**config.mk**
```make
export PLATFORM = sky130hd
export DESIGN_NAME = pipe_skid_reg
export DESIGN_NICKNAME = d
export VERILOG_FILES = /design/src/rtl/pipe_skid_reg_pkg.sv /design/src/rtl/pipe_skid_reg.sv
export SDC_FILE = /design/constraint.sdc
export NUM_CORES = 1
export LEC_CHECK = 0
export ABC_AREA = 1
export CORE_UTILIZATION = 53
export DETAILED_ROUTE_END_ITERATION = 8
export PLACE_DENSITY_LB_ADDON = 0.12
export RECOVER_POWER = 50
export SYNTH_ARGS = -nofsm -noshare
export SYNTH_HDL_FRONTEND = slang
export SYNTH_SLANG_ARGS = --single-unit
```
**constraint.sdc**
```tcl
create_clock -name clk -period 3.7 [get_ports clk]
set_input_delay 0.555 -clock clk [delete_from_list [all_inputs] [get_ports clk]]
set_output_delay 0.555 -clock clk [all_outputs]
set_load 0.02 [all_outputs]
```
**src/rtl/pipe_skid_reg_pkg.sv**
```systemverilog
`timescale 1ns/1ps
// pipe_skid_reg_pkg: shared types for pipeline stage registers.
// It holds the occupancy state enum, the stage payload structs and their
// bubble (NOP) constants. Stages size their pipe_skid_reg instance with
// $bits(<stage struct>) and pass the matching *_BUBBLE constant.
package pipe_skid_reg_pkg;

    // Occupancy of a stage register; the encoding equals the entry count.
    typedef enum logic [1:0] {
        EMPTY = 2'd0,
        BUSY  = 2'd1,
        FULL  = 2'd2
    } pipe_state_t;

    // ---------------------------------------------------------------
    // EX stage payload
    // ---------------------------------------------------------------
    typedef enum logic [2:0] {
        ALU_OP_NONE = 3'd0,
        ALU_OP_ADD  = 3'd1,
        ALU_OP_SUB  = 3'd2,
        ALU_OP_AND  = 3'd3,
        ALU_OP_OR   = 3'd4,
        ALU_OP_XOR  = 3'd5,
        ALU_OP_SLL  = 3'd6,
        ALU_OP_SRL  = 3'd7
    } alu_op_t;

    typedef struct packed {
        alu_op_t     alu_op;
        logic [31:0] op_a;
        logic [31:0] op_b;
        logic [4:0]  rd;
        logic        wb_en;
    } ex_params_t;

    // An EX bubble performs no ALU operation and writes no register.
    localparam ex_params_t EX_PARAMS_BUBBLE = '{
        alu_op: ALU_OP_NONE,
        op_a:   32'd0,
        op_b:   32'd0,
        rd:     5'd0,
        wb_en:  1'b0
    };

    // ---------------------------------------------------------------
    // MEM stage payload
    // ---------------------------------------------------------------
    typedef enum logic [1:0] {
        MEM_OP_NONE  = 2'd0,
        MEM_OP_LOAD  = 2'd1,
        MEM_OP_STORE = 2'd2
    } mem_op_t;

    typedef enum logic [1:0] {
        MEM_SIZE_B = 2'd0,
        MEM_SIZE_H = 2'd1,
        MEM_SIZE_W = 2'd2
    } mem_size_t;

    typedef struct packed {
        mem_op_t     mem_op;
        mem_size_t   mem_size;
        logic [31:0] addr;
        logic [31:0] wdata;
        logic [4:0]  rd;
    } mem_params_t;

    // A MEM bubble issues no memory access.
    localparam mem_params_t MEM_PARAMS_BUBBLE = '{
        mem_op:   MEM_OP_NONE,
        mem_size: MEM_SIZE_W,
        addr:     32'd0,
        wdata:    32'd0,
        rd:       5'd0
    };

endpackage : pipe_skid_reg_pkg

```
**src/rtl/pipe_skid_reg.sv**
```systemverilog
`timescale 1ns/1ps
// pipe_skid_reg: valid/ready pipeline stage register.
// SKID_EN=1 builds a two-entry skid buffer whose in_ready comes straight
// from a flop, cutting the out_ready -> in_ready timing path while still
// streaming one entry per cycle. SKID_EN=0 builds a plain single-entry
// register whose in_ready is combinational from out_ready.
// Held payload always reads as BUBBLE when no valid entry is present, so
// downstream logic sees a NOP without gating on out_valid.
module pipe_skid_reg
    import pipe_skid_reg_pkg::*;
#(
    parameter int unsigned      WIDTH   = 64,
    parameter logic [WIDTH-1:0] BUBBLE  = '0,
    parameter bit               SKID_EN = 1'b1
) (
    input  logic             clk,
    input  logic             rst_n,
    input  logic             flush,
    input  logic             in_valid,
    output logic             in_ready,
    input  logic [WIDTH-1:0] in_data,
    output logic             out_valid,
    input  logic             out_ready,
    output logic [WIDTH-1:0] out_data,
    output logic [1:0]       count
);

    if (SKID_EN) begin : g_skid

        pipe_state_t      state_q;
        logic             in_ready_q;
        logic             out_valid_q;
        logic [1:0]       count_q;
        logic [WIDTH-1:0] main_q;
        logic [WIDTH-1:0] skid_q;

        logic accept;
        logic deliver;

        // Transfers are qualified only by flops and the partner's valid/ready,
        // so out_ready never reaches in_ready combinationally.
        assign accept  = in_valid && in_ready_q;
        assign deliver = out_valid_q && out_ready;

        // Occupancy FSM: moves entries between main and skid slots and
        // registers every output so all of them leave the block from flops.
        always_ff @(posedge clk) begin
            // NOTE: sequential state uses non-blocking assignments so every
            // flop samples pre-edge values regardless of statement order.
            if (!rst_n) begin
                state_q     <= EMPTY;
                in_ready_q  <= 1'b0;
                out_valid_q <= 1'b0;
                count_q     <= 2'd0;
                main_q      <= BUBBLE;
                // NOTE: the payload slots are reset too, because out_data must
                // read as BUBBLE straight out of reset and the skid slot feeds
                // main_q directly when the buffer drains.
                skid_q      <= BUBBLE;
            end else if (flush) begin
                state_q     <= EMPTY;
                in_ready_q  <= 1'b1;
                out_valid_q <= 1'b0;
                count_q     <= 2'd0;
                main_q      <= BUBBLE;
                skid_q      <= BUBBLE;
            end else begin
                unique case (state_q)
                    EMPTY: begin
                        // Also completes the first post-reset cycle, where
                        // in_ready_q is still low and nothing is accepted.
                        in_ready_q <= 1'b1;
                        if (accept) begin
                            state_q     <= BUSY;
                            out_valid_q <= 1'b1;
                            count_q     <= 2'd1;
                            main_q      <= in_data;
                        end
                    end

                    BUSY: begin
                        if (accept && !deliver) begin
                            // Downstream stalled: park the new entry in skid.
                            state_q    <= FULL;
                            in_ready_q <= 1'b0;
                            count_q    <= 2'd2;
                            skid_q     <= in_data;
                        end else if (!accept && deliver) begin
                            state_q     <= EMPTY;
                            out_valid_q <= 1'b0;
                            count_q     <= 2'd0;
                            main_q      <= BUBBLE;
                        end else if (accept && deliver) begin
                            // Streaming: main slot reloaded in place.
                            main_q <= in_data;
                        end
                    end

                    FULL: begin
                        // in_ready_q is low here, so only a drain can occur.
                        if (deliver) begin
                            state_q    <= BUSY;
                            in_ready_q <= 1'b1;
                            count_q    <= 2'd1;
                            main_q     <= skid_q;
                            skid_q     <= BUBBLE;
                        end
                    end

                    default: begin
                        // Unreachable encoding: recover to a clean empty state.
                        state_q     <= EMPTY;
                        in_ready_q  <= 1'b1;
                        out_valid_q <= 1'b0;
                        count_q     <= 2'd0;
                        main_q      <= BUBBLE;
                        skid_q      <= BUBBLE;
                    end
                endcase
            end
        end

        assign in_ready  = in_ready_q;
        assign out_valid = out_valid_q;
        assign out_data  = main_q;
        assign count     = count_q;

    end else begin : g_single

        logic             valid_q;
        logic             rst_done_q;
        logic [WIDTH-1:0] data_q;

        logic ready;
        logic accept;
        logic deliver;

        // Accept when empty or when the held entry leaves this same cycle.
        // rst_done_q keeps in_ready low for the cycle following reset.
        assign ready   = rst_done_q && (!valid_q || out_ready);
        assign accept  = in_valid && ready;
        assign deliver = valid_q && out_ready;

        // Single-entry holding register; an accept overrides a concurrent
        // delivery because the new entry replaces the departing one.
        always_ff @(posedge clk) begin
            if (!rst_n) begin
                valid_q    <= 1'b0;
                rst_done_q <= 1'b0;
                data_q     <= BUBBLE;
            end else begin
                rst_done_q <= 1'b1;
                if (flush) begin
                    valid_q <= 1'b0;
                    data_q  <= BUBBLE;
                end else if (accept) begin
                    valid_q <= 1'b1;
                    data_q  <= in_data;
                end else if (deliver) begin
                    valid_q <= 1'b0;
                    data_q  <= BUBBLE;
                end
            end
        end

        assign in_ready  = ready;
        assign out_valid = valid_q;
        assign out_data  = data_q;
        assign count     = {1'b0, valid_q};

    end

endmodule : pipe_skid_reg

```
* Word-level counts from Yosys, hierarchy flattened
Index checks and enable logic that the tools add are counted.
Operators by class: eq/ne operators 11, multiplexer cells 22, bitwise gates (word level) 3, reduce and logical (&&, ||, !) cells 14
Operator list (number):
- two-way mux 64 bit | 7
- case mux 64 bit (3 select lines) | 2
- inequality test 3 bit (second input constant) | 4
- inequality test 2 bit (second input constant) | 5
- two-way mux 2 bit | 4
- AND reduction 4 bit | 2
- two-way mux 1 bit | 6
- case mux 2 bit (3 select lines) | 1
- AND reduction 3 bit | 2
- logical AND 1 bit | 5
- inverter 1 bit | 3
- case mux 1 bit (3 select lines) | 1
- equality test 2 x 1 -> 1 bit (second input constant) | 1
- equality test 2 bit (second input constant) | 1
- logical NOT 1 bit | 2
- logical NOT 2 bit | 1
- case mux 1 bit (2 select lines) | 1
- AND reduction 2 bit | 1
- OR reduction 2 bit | 1
Storage, ports and cells: register bits after elaboration 132, bits of input ports 69, output and inout port bits 68, logic and storage cells 55

* Logic depth before layout (Yosys ltp)
Gate-level depths: netlist of run 1.
depth after elaboration 6, gate-level depth with buffers 9, gate-level depth less buffers 8

* Least setup slack after synthesis of run 1
No wires, ideal clock.
path kind input-to-reg, start point in out_ready, end point reg g_skid.main_q[32] (netlist: out_data[32]), library setup time 0.070 ns, data arrival time 1.702 ns, required time 3.630 ns, path slack 1.927 ns, stages 9, path buffers 1, cell sequence nand2_1 inv_1 ha_1 a21oi_2 buf_2 nand2_1 nand2_1 nand2_1 a21oi_1
On the way: longest elaborated chain between the ends 5
RTL lines:
- from (decl) | RTL line pipe_skid_reg.sv:23 | input logic out_ready,
- logical AND 1 bit (*) | RTL line pipe_skid_reg.sv:43 | assign deliver = out_valid_q && out_ready;
- logical AND 1 bit or logical NOT 1 bit (tied branches) | RTL line pipe_skid_reg.sv:88, pipe_skid_reg.sv:82
- two-way mux 64 bit or logical AND 1 bit (tied branches) | RTL line pipe_skid_reg.sv:88, pipe_skid_reg.sv:82
- two-way mux 64 bit or inequality test 2 bit (tied branches)
- case mux 64 bit (3 select lines) or AND reduction 4 bit (tied branches)
- to (signal assigned) | RTL line pipe_skid_reg.sv:77 | main_q <= in_data;
- to (signal assigned) | RTL line pipe_skid_reg.sv:95 | main_q <= in_data;
- to (signal assigned) | RTL line pipe_skid_reg.sv:105 | main_q <= skid_q;
- to (decl) | RTL line pipe_skid_reg.sv:34 | logic [WIDTH-1:0] main_q;
Every way passes the cells marked *; elsewhere a longest branch is shown, timed or not. The select of a mux whose other input is x is not followed. A chain may end at the register's enable or synchronous reset.

* Worst setup path after layout of run 1
start point in in_valid, end point reg g_skid.main_q[39] (netlist: out_data[39])
On the way: longest elaborated chain between the ends 6
RTL lines:
- from (decl) | RTL line pipe_skid_reg.sv:19 | input logic in_valid,
- logical AND 1 bit (*) | RTL line pipe_skid_reg.sv:42 | assign accept = in_valid && in_ready_q;
- logical NOT 1 bit | RTL line pipe_skid_reg.sv:88 | end else if (!accept && deliver) begin
- logical AND 1 bit | RTL line pipe_skid_reg.sv:88
- two-way mux 64 bit | RTL line pipe_skid_reg.sv:88
- two-way mux 64 bit | RTL line pipe_skid_reg.sv:82 | if (accept && !deliver) begin
- case mux 64 bit (3 select lines) | RTL line pipe_skid_reg.sv:68 | unique case (state_q)
Marked as above.

==> impl_results.html, run 1 <==
<table>
<tr><th>Metric</th><th>Value</th></tr>
<tr><th colspan="2">Global route</th></tr>
<tr><td>Vias in the first global route</td><td>approximately 5,400</td></tr>
<tr><td>Global-route wire length before repair</td><td>~24 mm</td></tr>
<tr><td>Largest net degree at the start of global routing</td><td>73</td></tr>
<tr><td>Antenna violations before repair</td><td>0</td></tr>
<tr><td>Total global routing track utilization</td><td>0.276</td></tr>
<tr><td>Overflow after GRT</td><td>0</td></tr>
<tr><th colspan="2">Pwr</th></tr>
<tr><td>Worst voltage drop across the vdd grid</td><td>0.000382 V</td></tr>
<tr><td>Psw</td><td>0.826 mW</td></tr>
<tr><td>Internal Power</td><td>2.58 mW</td></tr>
<tr><td>Clk network pwr share</td><td>0.475</td></tr>
<tr><td>Flop pwr share</td><td>0.429</td></tr>
<tr><td>Final total power</td><td>3.40 mW</td></tr>
<tr><td>Logic gate share of total power</td><td>0.095</td></tr>
<tr><td>Leakage</td><td>just over 3 nW</td></tr>
<tr><td>Power per cell area</td><td>457 nW/µm²</td></tr>
<tr><td>Switch share</td><td>0.243</td></tr>
<tr><th colspan="2">Place</th></tr>
<tr><td>Global placer's final weighted congestion</td><td>0.788</td></tr>
<tr><td>HPWL reported at the end of detailed placement</td><td>~9.0 mm</td></tr>
<tr><td>Placed Cells</td><td>slightly above 1,000</td></tr>
<tr><td>Buffers on Ports</td><td>~140</td></tr>
<tr><td>Worst setup slack before clock tree synthesis</td><td>0.904 ns</td></tr>
<tr><th colspan="2">Synth</th></tr>
<tr><td>Share of the yosys chip area belonging to registers</td><td>0.479</td></tr>
<tr><td>Fraction of synthesis flops using an asynchronous set or reset pin</td><td>0</td></tr>
<tr><td>Top cells by area in the synthesized netlist</td><td>sky130_fd_sc_hd__dfxtp_1, sky130_fd_sc_hd__nand2_1, sky130_fd_sc_hd__a21oi_1</td></tr>
<tr><td>Number of warnings reported in the yosys synthesis log</td><td>0</td></tr>
<tr><td>Number of synthesized flops with an enable pin</td><td>0</td></tr>
<tr><td>Gate count of the mapped netlist</td><td>around 810</td></tr>
<tr><td>Synth Flop Type</td><td>sky130_fd_sc_hd__dfxtp_1</td></tr>
<tr><td>Library cell with the highest instance count after synthesis</td><td>sky130_fd_sc_hd__nand2_1</td></tr>
<tr><td>Number of synthesized register bits</td><td>132</td></tr>
<tr><td>Summed instance area of the synthesized netlist</td><td>5520 µm²</td></tr>
<tr><td>Synthesized net count</td><td>881</td></tr>
<tr><td>Post-synthesis area per instance</td><td>6.82 µm²</td></tr>
<tr><td>Leading post-synthesis cells by instance count</td><td>sky130_fd_sc_hd__nand2_1, sky130_fd_sc_hd__dfxtp_1, sky130_fd_sc_hd__a21oi_1</td></tr>
<tr><td>Fraction of post-synthesis cell area in the top cell type by area</td><td>0.479</td></tr>
<tr><td>Cell type contributing the most total cell area after synthesis</td><td>sky130_fd_sc_hd__dfxtp_1</td></tr>
<tr><td>Count of different cell masters after synthesis</td><td>22</td></tr>
<tr><th colspan="2">STA</th></tr>
<tr><td>Final hold violation count</td><td>0</td></tr>
<tr><td>Relative slew slack</td><td>-0.00569</td></tr>
<tr><td>Count of final max-slew check failures</td><td>34</td></tr>
<tr><td>Worst Max-Slew Pin Slew</td><td>roughly 1.5 ns</td></tr>
<tr><td>Fmax achieved</td><td>0.368 GHz</td></tr>
<tr><td>RSZ-0062 raised after global routing</td><td>no</td></tr>
<tr><td>Min Hold Slack</td><td>roughly 0.46 ns</td></tr>
<tr><td>Setup clock skew after layout</td><td>0.00943 ns</td></tr>
<tr><td>Tcrit/Tclk final</td><td>0.734</td></tr>
<tr><td>Sum Neg Setup Slack</td><td>0 ns</td></tr>
<tr><td>Total setup violations reported at the end of the flow</td><td>0</td></tr>
<tr><td>Minimum period implied by the final worst setup slack</td><td>~2.7 ns</td></tr>
<tr><td>Worst setup slack after layout</td><td>~0.98 ns</td></tr>
<tr><th colspan="2">Run status</th></tr>
<tr><td>Failing checks</td><td>max-capacitance violations, max-slew violations</td></tr>
<tr><td>Result of the run</td><td>complete, but fails checks</td></tr>
<tr><th colspan="2">Die</th></tr>
<tr><td>Initial Utilization</td><td>0.557</td></tr>
<tr><td>Horizontal die dimension</td><td>between 100 and 150 µm</td></tr>
<tr><td>Core area</td><td>9910 µm²</td></tr>
<tr><td>Floorplan die area</td><td>10,800 µm²</td></tr>
<tr><td>Cell Rows</td><td>36</td></tr>
<tr><td>Top Ports</td><td>137</td></tr>
<tr><td>Vertical extent of the die</td><td>104 µm</td></tr>
<tr><th colspan="2">Job</th></tr>
<tr><td>Number of max-cap violations</td><td>1</td></tr>
<tr><th colspan="2">CTS</th></tr>
<tr><td>CTS buffer count</td><td>17</td></tr>
<tr><td>Clock tree root driver cell</td><td>sky130_fd_sc_hd__clkbuf_8</td></tr>
<tr><td>Max Root-Sink Buffers</td><td>2</td></tr>
<tr><td>H-tree depth</td><td>4</td></tr>
<tr><td>TritonCTS clock tree</td><td>yes</td></tr>
<tr><td>Post-CTS Setup Repair Bufs</td><td>0</td></tr>
<tr><td>Sinks on the clock net</td><td>132</td></tr>
<tr><td>Hold Buf Count CTS</td><td>0</td></tr>
<tr><td>Clock Latency Late Sink</td><td>around 0.51 ns</td></tr>
<tr><td>Total of cells resized after clock tree synthesis</td><td>0</td></tr>
<tr><td>Clk pin slew, worst setup/hold paths</td><td>0.06 ns</td></tr>
<tr><th colspan="2">Layout</th></tr>
<tr><td>Fin nets</td><td>approximately 990</td></tr>
<tr><td>Number of inserted diodes</td><td>0</td></tr>
<tr><td>Fraction of layout instances using a drive strength above 1</td><td>0.0567</td></tr>
<tr><td>Non-filler instance count after layout</td><td>1,067</td></tr>
<tr><td>Layout-stage area growth over the synthesis result</td><td>34.9%</td></tr>
<tr><th colspan="2">Worst setup path</th></tr>
<tr><td>CP Data Arrival Time</td><td>about 3.2 ns</td></tr>
<tr><td>Origin of the critical flop-to-flop path</td><td>in_ready$_SDFFE_PN0P_</td></tr>
<tr><td>Reg2reg path depth</td><td>8</td></tr>
<tr><td>Kind of critical path</td><td>in -&gt; reg</td></tr>
<tr><td>Worst reg2reg setup slack</td><td>between 1 and 1.5 ns</td></tr>
<tr><td>Capture point of the worst reg-to-reg path</td><td>out_data[39]$_SDFFE_PP0P_</td></tr>
<tr><td>Critical path peak fanout</td><td>63</td></tr>
<tr><td>Kind of start point of the critical path</td><td>primary input</td></tr>
<tr><td>Required time of the critical path</td><td>just over 4 ns</td></tr>
<tr><td>Kind of capture point of the worst setup path</td><td>flop</td></tr>
<tr><th colspan="2">Drt</th></tr>
<tr><td>Routed len/inst</td><td>about 13 µm</td></tr>
<tr><td>Routed vias/inst</td><td>between 5 and 6</td></tr>
<tr><td>Number of nets with antenna violations after detailed routing</td><td>0</td></tr>
<tr><td>DRC violation total after the first TritonRoute iteration</td><td>313</td></tr>
<tr><td>Number of search-and-repair iterations in the first detailed-routing pass</td><td>5</td></tr>
<tr><td>DR vias</td><td>~5,600</td></tr>
<tr><td>Residual DRC</td><td>0</td></tr>
<tr><td>Total wire length after detailed routing</td><td>14.3 mm</td></tr>
<tr><th colspan="2">Worst hold path</th></tr>
<tr><td>Hold path cells</td><td>2</td></tr>
<tr><td>HP Class</td><td>reg -&gt; reg</td></tr>
<tr><td>Critical hold path startpoint</td><td>out_data[45]$_SDFFE_PP0P_</td></tr>
<tr><td>End point of the worst hold path</td><td>out_data[45]$_SDFFE_PP0P_</td></tr>
</table>
==> metrics by stage <==
stage | util | instance area (µm²)
after global placement | 0.694 | 6880
after CTS | 0.752 | 7450
after floorplan | - | 5520
after detailed placement | 0.694 | 6880
final | 0.751 | 7440
after global routing | 0.751 | 7440
==> power by group through the flow <==
stage | Clock [mW] | Combinational [mW] | Sequential, mW
final | 1.62 | 0.324 | 1.46
after global routing | 1.70 | 0.357 | 1.46
after CTS | 1.63 | 0.333 | 1.46
after detailed placement | 0 | 0.330 | 1.49
after global placement | 0 | 0.326 | 1.49
after floorplan | 0 | 0.149 | 1.52
==> worst max-delay path, stage by stage <==
cell and delay [ns]:
sky130_fd_sc_hd__dlygate4sd3_1 0.54, sky130_fd_sc_hd__nand2_1 0.18, sky130_fd_sc_hd__inv_1 0.09, sky130_fd_sc_hd__ha_1 0.21, sky130_fd_sc_hd__o21ai_0 0.43, sky130_fd_sc_hd__inv_2 0.13
sky130_fd_sc_hd__nor2_8 0.64, sky130_fd_sc_hd__nand2_1 0.14, sky130_fd_sc_hd__a21oi_1 0.19
==> registers in the layout (all words and copies together) (netlist names) <==
register,cells
g_skid.skid_q,64
out_data,64
count,2
in_ready,1
out_valid,1
==> cell usage in the layout, fill, tap and decap left out, types with 4 or more instances in the layout <==
master / synthesis / layout
sky130_fd_sc_hd__a21oi_1: 131 / 131
sky130_fd_sc_hd__buf_4: 12 / 10
sky130_fd_sc_hd__clkbuf_16: 0 / 16
sky130_fd_sc_hd__clkdlybuf4s50_1: 0 / 67
sky130_fd_sc_hd__clkinv_4: 0 / 4
sky130_fd_sc_hd__dfxtp_1: 132 / 132
sky130_fd_sc_hd__dlygate4sd3_1: 0 / 69
sky130_fd_sc_hd__inv_1: 7 / 7
sky130_fd_sc_hd__nand2_1: 458 / 458
sky130_fd_sc_hd__nand3_1: 5 / 5
==> routing by layer <==
layer / vias to the layer above / track usage / share of wire
met5: - / 0 / 0
met4: 0 / 0.123 / 0.017
met3: 25 / 0.0677 / 0.062
met2: 195 / 0.468 / 0.50
met1: 2564 / 0.331 / 0.42
li1: 2772 / - / -
==> layout make-up <==
class | instances | area (µm²)
flip-flops and latches | 132 | 2640
multi-input cells | 613 | 2570
fillers | 768 | 2470
repair buffers | 147 | 1440
clock buffers | 19 | 442
well taps | 133 | 166
clock inverters | 12 | 133
inverters | 11 | 43.8
==> cells by family after synthesis <==
kind of cell | after synthesis | share of synthesized area
adders and majority gates | 3 | 0.00681
buffers and inverters | 64 | 0.0574
DFF | 132 | 0.479
and+or+nand+nor | 474 | 0.331
AOI/OAI and AO/OA | 136 | 0.125
==> how the worst max path moves through the flow <==
stage,startpoint,end,slack [ns],cells after the start
final,in_valid,out_data[39]$_SDFFE_PP0P_,0.98,9
after detailed placement,out_ready,out_data[26]$_SDFFE_PP0P_,0.90,8
after global routing,rst_n,g_skid.skid_q[35]$_SDFFE_PP0P_,0.80,6
after floorplan,out_ready,out_data[32]$_SDFFE_PP0P_,1.93,9
after CTS,count[0]$_SDFFE_PP0P_,count[0],1.33,1
after global placement,out_ready,g_skid.skid_q[54]$_SDFFE_PP0P_,1.0,9
No activity file was read; power rests on OpenSTA's default activity.
==> inputs of run 2 (changes only) <==
CORE_UTILIZATION = 49   (was 53)
clock period = 2.6 ns   (was 3.7 ns; I/O delays follow)
==> impl_results.html, run 2 (synthesis gave the netlist of run 1 again) <==
<table>
<tr><th>Metric</th><th>Value</th></tr>
<tr><th colspan="2">Layout</th></tr>
<tr><td>Fraction of layout instances using a drive strength above 1</td><td>0.0615</td></tr>
<tr><td>Fin nets</td><td>1,002</td></tr>
<tr><td>Leading cell types in the layout, fill and taps excluded</td><td>sky130_fd_sc_hd__nand2_1, sky130_fd_sc_hd__dfxtp_1, sky130_fd_sc_hd__a21oi_1</td></tr>
<tr><td>Non-filler instance count after layout</td><td>1,083</td></tr>
<tr><td>Leading cell type in the layout, fill and taps excluded</td><td>sky130_fd_sc_hd__nand2_1</td></tr>
<tr><td>Number of inserted diodes</td><td>0</td></tr>
<tr><td>Layout-stage area growth over the synthesis result</td><td>36.6%</td></tr>
<tr><td>Utilization after layout</td><td>0.692</td></tr>
<tr><td>Non-Filler Cell Area, Final</td><td>around 7500 µm²</td></tr>
<tr><th colspan="2">Global route</th></tr>
<tr><td>Global-route wire length before repair</td><td>22.8 mm</td></tr>
<tr><td>Largest net degree at the start of global routing</td><td>49</td></tr>
<tr><td>Overflow after GRT</td><td>0</td></tr>
<tr><td>Total global routing track utilization</td><td>0.245</td></tr>
<tr><td>Vias in the first global route</td><td>4,888</td></tr>
<tr><td>Antenna violations before repair</td><td>0</td></tr>
<tr><th colspan="2">Worst setup path</th></tr>
<tr><td>Kind of critical path</td><td>reg -&gt; reg</td></tr>
<tr><td>Kind of start point of the critical path</td><td>flop</td></tr>
<tr><td>Worst path cell trace</td><td>inv_1, nor2_4, clkbuf_1, nand3_1, nand2_1, nand2_1, a21oi_1</td></tr>
<tr><td>Critical path's most frequent cell</td><td>sky130_fd_sc_hd__nand2_1</td></tr>
<tr><td>Top delay family on crit path</td><td>buffers and inverters</td></tr>
<tr><td>Capture point of the worst reg-to-reg path</td><td>in_ready$_SDFFE_PN0P_</td></tr>
<tr><td>Origin of the critical flop-to-flop path</td><td>count[1]$_SDFFE_PP0P_</td></tr>
<tr><td>Kind of capture point of the worst setup path</td><td>flop</td></tr>
<tr><td>Worst path bufs/invs</td><td>2</td></tr>
<tr><td>Crit path largest cell delay</td><td>0.85 ns</td></tr>
<tr><td>Required time of the critical path</td><td>slightly above 3 ns</td></tr>
<tr><td>Worst reg2reg setup slack</td><td>between 0.3 and 0.4 ns</td></tr>
<tr><td>Reg2reg path depth</td><td>7</td></tr>
<tr><td>Slowest cell on crit path</td><td>sky130_fd_sc_hd__clkbuf_1</td></tr>
<tr><td>Critical path peak fanout</td><td>23</td></tr>
<tr><td>CP Data Arrival Time</td><td>2.70 ns</td></tr>
<tr><th colspan="2">Worst hold path</th></tr>
<tr><td>End point of the worst hold path</td><td>out_data[55]$_SDFFE_PP0P_</td></tr>
<tr><td>Critical hold path startpoint</td><td>out_data[55]$_SDFFE_PP0P_</td></tr>
<tr><td>HP Class</td><td>reg -&gt; reg</td></tr>
<tr><td>Hold path cells</td><td>2</td></tr>
<tr><th colspan="2">Drt</th></tr>
<tr><td>Number of nets with antenna violations after detailed routing</td><td>0</td></tr>
<tr><td>Total wire length after detailed routing</td><td>14.1 mm</td></tr>
<tr><td>DR vias</td><td>5,418</td></tr>
<tr><td>Routed vias/inst</td><td>5.00</td></tr>
<tr><td>Number of search-and-repair iterations in the first detailed-routing pass</td><td>5</td></tr>
<tr><td>DRC violation total after the first TritonRoute iteration</td><td>340</td></tr>
<tr><td>Residual DRC</td><td>0</td></tr>
<tr><td>Routed len/inst</td><td>13.0 µm</td></tr>
<tr><th colspan="2">STA</th></tr>
<tr><td>Count of final max-slew check failures</td><td>0</td></tr>
<tr><td>Minimum period implied by the final worst setup slack</td><td>roughly 2.3 ns</td></tr>
<tr><td>Final hold violation count</td><td>0</td></tr>
<tr><td>Sum Neg Setup Slack</td><td>0 ns</td></tr>
<tr><td>Worst Max-Slew Pin Slew</td><td>~1.1 ns</td></tr>
<tr><td>Total setup violations reported at the end of the flow</td><td>0</td></tr>
<tr><td>RSZ-0062 raised after global routing</td><td>no</td></tr>
<tr><td>Relative slew slack</td><td>0.236</td></tr>
<tr><td>Setup clock skew after layout</td><td>0.00900 ns</td></tr>
<tr><td>Fmax achieved</td><td>0.441 GHz</td></tr>
<tr><td>Tcrit/Tclk final</td><td>0.873</td></tr>
<tr><th colspan="2">Pwr</th></tr>
<tr><td>Final total power</td><td>4.84 mW</td></tr>
<tr><td>Worst voltage drop across the vdd grid</td><td>roughly 0.00036 V</td></tr>
<tr><td>Internal Power</td><td>3.64 mW</td></tr>
<tr><td>Switch share</td><td>0.249</td></tr>
<tr><td>Clk network pwr share</td><td>0.473</td></tr>
<tr><td>Leakage</td><td>3.07 nW</td></tr>
<tr><td>Psw</td><td>1.20 mW</td></tr>
<tr><td>Flop pwr share</td><td>0.429</td></tr>
<tr><td>Logic gate share of total power</td><td>0.098</td></tr>
<tr><td>Power per cell area</td><td>643 nW/µm²</td></tr>
<tr><th colspan="2">Die</th></tr>
<tr><td>Horizontal die dimension</td><td>108 µm</td></tr>
<tr><td>Core area</td><td>10,900 µm²</td></tr>
<tr><td>Initial Utilization</td><td>0.507</td></tr>
<tr><td>Top Ports</td><td>roughly 140</td></tr>
<tr><td>Floorplan die area</td><td>11,700 µm²</td></tr>
<tr><td>Cell Rows</td><td>38</td></tr>
<tr><td>Vertical extent of the die</td><td>108 µm</td></tr>
<tr><th colspan="2">CTS</th></tr>
<tr><td>Post-CTS Setup Repair Bufs</td><td>0</td></tr>
<tr><td>TritonCTS clock tree</td><td>yes</td></tr>
<tr><td>Clock Latency Late Sink</td><td>0.51 ns</td></tr>
<tr><td>Clock tree root driver cell</td><td>sky130_fd_sc_hd__clkbuf_8</td></tr>
<tr><td>CTS buffer count</td><td>17</td></tr>
<tr><td>Total of cells resized after clock tree synthesis</td><td>0</td></tr>
<tr><td>Clk pin slew, worst setup/hold paths</td><td>0.06 ns</td></tr>
<tr><td>Sinks on the clock net</td><td>132</td></tr>
<tr><td>Max Root-Sink Buffers</td><td>2</td></tr>
<tr><td>Hold Buf Count CTS</td><td>0</td></tr>
<tr><td>H-tree depth</td><td>4</td></tr>
<tr><th colspan="2">Place</th></tr>
<tr><td>Placed Cells</td><td>1,051</td></tr>
<tr><td>HPWL reported at the end of detailed placement</td><td>just over 9 mm</td></tr>
<tr><td>Cell area reported after detailed placement</td><td>6980 µm²</td></tr>
<tr><td>Global placer's final weighted congestion</td><td>0.826</td></tr>
<tr><td>Buffers on Ports</td><td>136</td></tr>
<tr><th colspan="2">Job</th></tr>
<tr><td>Number of max-cap violations</td><td>0</td></tr>
<tr><th colspan="2">Run status</th></tr>
<tr><td>Result of the run</td><td>finished, final reports clean</td></tr>
</table>
run 2: cell count changes in the layout (fill, tap and decap cells not counted), moves of 2 or more:
cell                              delta
sky130_fd_sc_hd__dlygate4sd3_1       -4
sky130_fd_sc_hd__clkinv_4            -3
sky130_fd_sc_hd__buf_4               +3
sky130_fd_sc_hd__clkinvlp_4          +2
sky130_fd_sc_hd__clkbuf_1            +2
sky130_fd_sc_hd__inv_6               +4
sky130_fd_sc_hd__buf_12              +3
sky130_fd_sc_hd__clkdlybuf4s50_1     +4
sky130_fd_sc_hd__clkbuf_8            -2
run 2: worst max-delay path by stage:
stage                                      start  cells after the start                             to
after floorplan           out_valid$_SDFFE_PP0P_                      7      out_data[24]$_SDFFE_PP0P_
after global routing       count[1]$_SDFFE_PP0P_                      7          in_ready$_SDFFE_PN0P_
after global placement                 out_ready                      9      out_data[12]$_SDFFE_PP0P_
final                      count[1]$_SDFFE_PP0P_                      7          in_ready$_SDFFE_PN0P_
after detailed placement               out_ready                      9  g_skid.skid_q[7]$_SDFFE_PP0P_
after CTS                  count[0]$_SDFFE_PP0P_                      1                       count[0]
run 2: power by group through the flow:
stage / Clock (mW) / Combinational, mW / Sequential (mW)
6_report: 2.29 / 0.472 / 2.08
5_1_grt: 2.41 / 0.517 / 2.08
4_1_cts: 2.32 / 0.486 / 2.08
3_5_place_dp: 0 / 0.483 / 2.12
3_3_place_gp: 0 / 0.477 / 2.12
2_1_floorplan: 0 / 0.212 / 2.16
run 2: worst reg2reg max path: stages, from the launching register on:
cell	delay (ns)
sky130_fd_sc_hd__dfxtp_1	0.48
sky130_fd_sc_hd__inv_1	0.19
sky130_fd_sc_hd__nor2_4	0.13
sky130_fd_sc_hd__clkbuf_1	0.85
sky130_fd_sc_hd__nand3_1	0.21
sky130_fd_sc_hd__nand2_1	0.14
sky130_fd_sc_hd__nand2_1	0.05
sky130_fd_sc_hd__a21oi_1	0.14
run 2: stage by stage:
| step | setup WS (ns) | hold slack, ns |
|---|---|---|
| 6_report | 0.331 | 0.458 |
| 5_1_grt | 0.207 | 0.475 |
| 4_1_cts | 0.394 | 0.444 |
| 3_5_place_dp | 0.288 | 0.451 |
| 3_3_place_gp | 0.373 | 0.447 |
| 2_1_floorplan | 0.941 | 0.440 |
run 2: layer usage:
| layer | GRT usage | part of all wire | wire (µm) |
|---|---|---|---|
| met5 | 0 | 0 | 0 |
| met4 | 0.0949 | 0.013 | 177 |
| met2 | 0.403 | 0.48 | 6740 |
| met1 | 0.316 | 0.45 | 6260 |
| met3 | 0.0500 | 0.062 | 876 |
run 2: area by class of cell:
cell class	count	area (µm²)
well taps	140	175
multi-input cells	613	2570
repair buffers	155	1530
inverters	11	43.8
flip-flops and latches	132	2640
clock inverters	14	151
clock buffers	18	418
fillers	911	3360
==> RTL edit 1, RTL diff (settings of run 2) <==
The parameter `WIDTH` goes from 64 to 68.
--- a/src/rtl/pipe_skid_reg.sv
+++ b/src/rtl/pipe_skid_reg.sv
@@ -9,7 +9,7 @@
 module pipe_skid_reg
     import pipe_skid_reg_pkg::*;
 #(
-    parameter int unsigned      WIDTH   = 64,
+    parameter int unsigned      WIDTH   = 68,
     parameter logic [WIDTH-1:0] BUBBLE  = '0,
     parameter bit               SKID_EN = 1'b1
 ) (
Interface: changed (resized in_data and out_data); port bits go from 137 to 145. No check against the original RTL was run, so the function may have changed too.
==> RTL edit 1 against run 2 <==
- sequential share of layout area rose by 0.53 points
- global-route usage fell by 0.32 points
- largest power group is now sequential cells
- worst hold slack got worse by 0.0064 ns
- synthesized area rose by 5.4%
- power rose by 1.8%
- via count rose by 3.7%
- fmax rose by 4.5%
- worst setup slack improved by 0.097 ns
- combinational power rose by 8.5%
- wire length rose by 2.5%
- cell area rose by 4.5%
- sequential cell count rose by 8
- clock power fell by 4%
==> RTL edit 1: results <==
run_status:
  status: "finished, final reports clean"
place:
  preCtsSetupSlack_ns: 0.369
  place_area_um2: 7360
  finalWeightedCongestion: 0.820
  placement.io_buffers: 144
  dp_hpwl_um: 8830
  dpl.cell_count: 1106
worst_hold_path:
  min-delay-path-class: "reg2reg"
routing:
  vias_per_cell: 4.96
  routed.top_layer: "met4"
  drt_wl_total_um: 14400
  drt_iter0_drc: 354
  first_pass_iters: 5
  wl_per_cell_um: 12.7
  m1WireLength_um: 6680
  wl_met3_um: 804
  wl_met2_um: 6560
global_routing:
  grt_pass1_vias: 5014
  grt_pass1_wl_um: 24000
  antenna_found_initial: 0
  grt_max_degree: 58
  grt_usage: 0.242
logic_synthesis:
  synth_cell_types: 20
  yosysWarnings: 0
  synth-main-ff-cell: "dfxtp_1"
  async_flop_share: 0
  yosys-top-cells-count: "nand2_1 (492), a21oi_1 (140), dfxtp_1 (140)"
  synth.area.top_cells: "dfxtp_1 (48%), nand2_1 (32%), a21oi_1 (12%), clkbuf_1 (2.0%), buf_2 (1.4%)"
  synthesis.nets: 938
  yosysSeqAreaShare: 0.482
  synth_area_per_cell_um2: 6.74
power:
  ir_drop_mv: 0.510
  p_leak_nw: 3.24
clocking:
  insertion_delay_ns: 0.41
  ctsResizeCount: 0
  post-cts-setup-buffers: 0
  clock-root-buffer: "clkbuf_16"
  numCtsBuffers: 17
  clkTransAtPathRegs_ns: 0.05
  htreeDepth: 4
  clk_path_buf_depth: 2
setup_path:
  cp_max_fo: 57
  slowest_stage: "clkbuf_4"
  critical_path.top_delay_family: "buffers and inverters"
  cpPeakStageDelay_ns: 0.66
  worstPathArrival_ns: 2.51
finish:
  drive_gt1_frac: 0.0484
  antennaDiodeCount: 0
timing:
  slew_headroom: 0.543
  clock_skew_ns: 0.00384
[RTL edit 1: final cells by class]
class,instances,area (µm²)
Timing Repair Buffer,159,1600
Clock inverter,1,5.00
Tap cell,143,179
Fill cell,987,3600
Clock buffer,27,533
Inverter,11,43.8
Multi-Input combinational cell,653,2700
Sequential cell,140,2800
[RTL edit 1: per-layer routing]
metal | vias up | track usage
met2 | 178 | 0.383
met3 | 27 | 0.0618
met1 | 2481 | 0.311
met4 | 0 | 0.108
met5 | - | 0
li1 | 2934 | -
[RTL edit 1: worst paths after layout]
| check | endpoint | cells past startpoint | slack, ns | start |
|---|---|---|---|---|
| max | out_data[63] | 7 | 0.43 | count[1] |
| min | out_data[19] | 2 | 0.45 | out_data[19] |
| max reg2reg | out_data[63] | 7 | 0.43 | count[1] |
| min reg2reg | out_data[19] | 2 | 0.45 | out_data[19] |
[RTL edit 1: kinds of logic (layout without fill, tap and decap cells)]
| family | Yosys count | after routing | synth area share |
|---|---|---|---|
| compound gates | 143 | 143 | 0.124 |
| fa+ha+maj | 3 | 3 | 0.00646 |
| buf+inv | 69 | 198 | 0.0545 |
| flops | 140 | 140 | 0.482 |
| simple gates | 507 | 507 | 0.333 |
[RTL edit 1: where the power goes]
| part | switching [mW] | internal [mW] |
|---|---|---|
| Clock | 0.831 | 1.37 |
| Combinational | 0.285 | 0.226 |
| Sequential | 0.0222 | 2.19 |
[RTL edit 1: per-stage QoR]
step	power (mW)	hold slack (ns)
after floorplan	2.52	0.439
after global placement	2.78	0.448
after detailed placement	2.78	0.451
after CTS	4.98	0.459
after global routing	5.12	0.468
final	4.93	0.452
[RTL edit 1: worst reg2reg max path, delay by kind of cell (launching register included)]
kind / cells / cell delay (ns)
buf+inv: 2 / 0.83
simple gates: 4 / 0.70
compound gates: 1 / 0.15
flops: 1 / 0.41
==> RTL edit 2, RTL diff (settings of run 2) <==
Made on the original files. Reset style: asynchronous (`rst_n`), changed in 2 clocked blocks.
--- a/src/rtl/pipe_skid_reg.sv
+++ b/src/rtl/pipe_skid_reg.sv
@@ -44,7 +44,7 @@
 
         // Occupancy FSM: moves entries between main and skid slots and
         // registers every output so all of them leave the block from flops.
-        always_ff @(posedge clk) begin
+        always_ff @(posedge clk or negedge rst_n) begin
             // NOTE: sequential state uses non-blocking assignments so every
             // flop samples pre-edge values regardless of statement order.
             if (!rst_n) begin
@@ -143,7 +143,7 @@
 
         // Single-entry holding register; an accept overrides a concurrent
         // delivery because the new entry replaces the departing one.
-        always_ff @(posedge clk) begin
+        always_ff @(posedge clk or negedge rst_n) begin
             if (!rst_n) begin
                 valid_q    <= 1'b0;
                 rst_done_q <= 1'b0;
Formal check against the unedited RTL: differs if rst_n is asserted again (counterexample within 4 cycles, from zero or initial values and one cycle with rst_n low); with rst_n held inactive, the same outputs for 4 cycles.
==> RTL edit 2 against run 2 <==
- core utilization fell by 2.2 points
- worst setup slack improved by 0.22 ns
- clock skew shrank 0.0050 ns
- synthesized area up 15%
- sequential cell count is the same
- wire length increased by 17%
- cell area up 12%
- critical path type unchanged
- largest cell class unchanged
Power is not compared: it rests on default switching activity, and its combinational part moved more than twofold at a synthesized area within 25%.
==> RTL edit 2: results <==
routing:
  wl_met3_um: 1050
  vias_per_cell: 5.16
  drt_wl_total_um: 16400
  wl_met2_um: 7580
  drt_iter0_drc: 449
  m1WireLength_um: 7630
global_routing:
  met1_usage: 0.376
  grt_pass1_vias: 5447
  grt_util_met3: 0.0575
  grt_usage: 0.264
  grt_max_degree: 67
clocking:
  clock-root-buffer: "clkbuf_16"
  insertion_delay_ns: 0.42
  ctsHoldBuffers: 1
run_status:
  status: "finished, final reports clean"
setup_path:
  worstPathArrival_ns: 2.32
  slowest_stage: "dfrtp_1"
  cp_max_fo: 54
  r2r-start: "count[0]"
  cpPeakStageDelay_ns: 0.50
logic_synthesis:
  async_flop_share: 1.00
  synth-main-ff-cell: "dfrtp_1"
  yosys-top-cells-count: "nand2_1 (504), nand3_1 (133), dfrtp_1 (132)"
  synth.area.top_cells: "dfrtp_1 (52%), nand2_1 (30%), nand3_1 (10%), buf_2 (2.8%), o21ai_0 (1.7%)"
  synth_cell_types: 16
  synthesis.nets: 933
timing:
  slew_headroom: 0.504
place:
  finalWeightedCongestion: 0.871
  preCtsSetupSlack_ns: 0.655
  dp_hpwl_um: 9600
finish:
  fillers: 1121
  drive_gt1_frac: 0.0563
[RTL edit 2: changes by cell type after synthesis, moves of 8 or more]
cell / before / now
dfrtp_1: 0 / 132
dfxtp_1: 132 / 0
a21oi_1: 131 / 1
nand3_1: 5 / 133
nand2_1: 458 / 504
o21ai_0: 2 / 21
buf_2: 25 / 35
clkbuf_1: 16 / 8
[RTL edit 2: worst register-to-register path, cell delays in order (launching register included)]
cell      delay [ns]
dfrtp_1         0.50
inv_1           0.12
nor2_1          0.24
nand2_1         0.12
inv_1           0.09
nand2_1         0.07
nand2_2         0.08
clkbuf_4        0.50
o21ai_0         0.18
[RTL edit 2: cell families (layout without fill, tap and decap cells)]
kind of cell,count (synthesis),after routing,synth area share
and+or+nand+nor,646,646,0.411
AOI/OAI and AO/OA,23,23,0.0183
buffers and inverters,63,193,0.0506
DFF,132,132,0.520
[RTL edit 2: path summary, 6_finish.rpt]
| check | cells after the start | end |
|---|---|---|
| worst max-delay path | 8 | g_skid.skid_q[55] |
| worst min-delay path | 2 | g_skid.skid_q[26] |
| worst max register to register | 8 | g_skid.skid_q[55] |
| worst min register to register | 2 | g_skid.skid_q[26] |
| max in group asynchronous | 3 | g_skid.skid_q[7] |
| min in group asynchronous | 2 | out_data[54] |
[RTL edit 2: per-stage QoR]
stage                     instance area, µm²  hold WS (ns)  instances
after CTS                               8470         0.472       1166
after floorplan                         6350        0.0944        864
final                                   8450         0.468       1166
after detailed placement                7850         0.420       1133
after global routing                    8450         0.488       1166
after global placement                  7850         0.422       1133
[RTL edit 2: area by class of cell]
type                    count  area, µm²  area share
clock inverters            11        130      0.0154
flip-flops and latches    132       3300       0.391
clock buffers              21        480      0.0569
multi-input cells         669       2750       0.325
repair buffers            153       1540       0.182
inverters                   8       30.0     0.00355
well taps                 172        215      0.0255
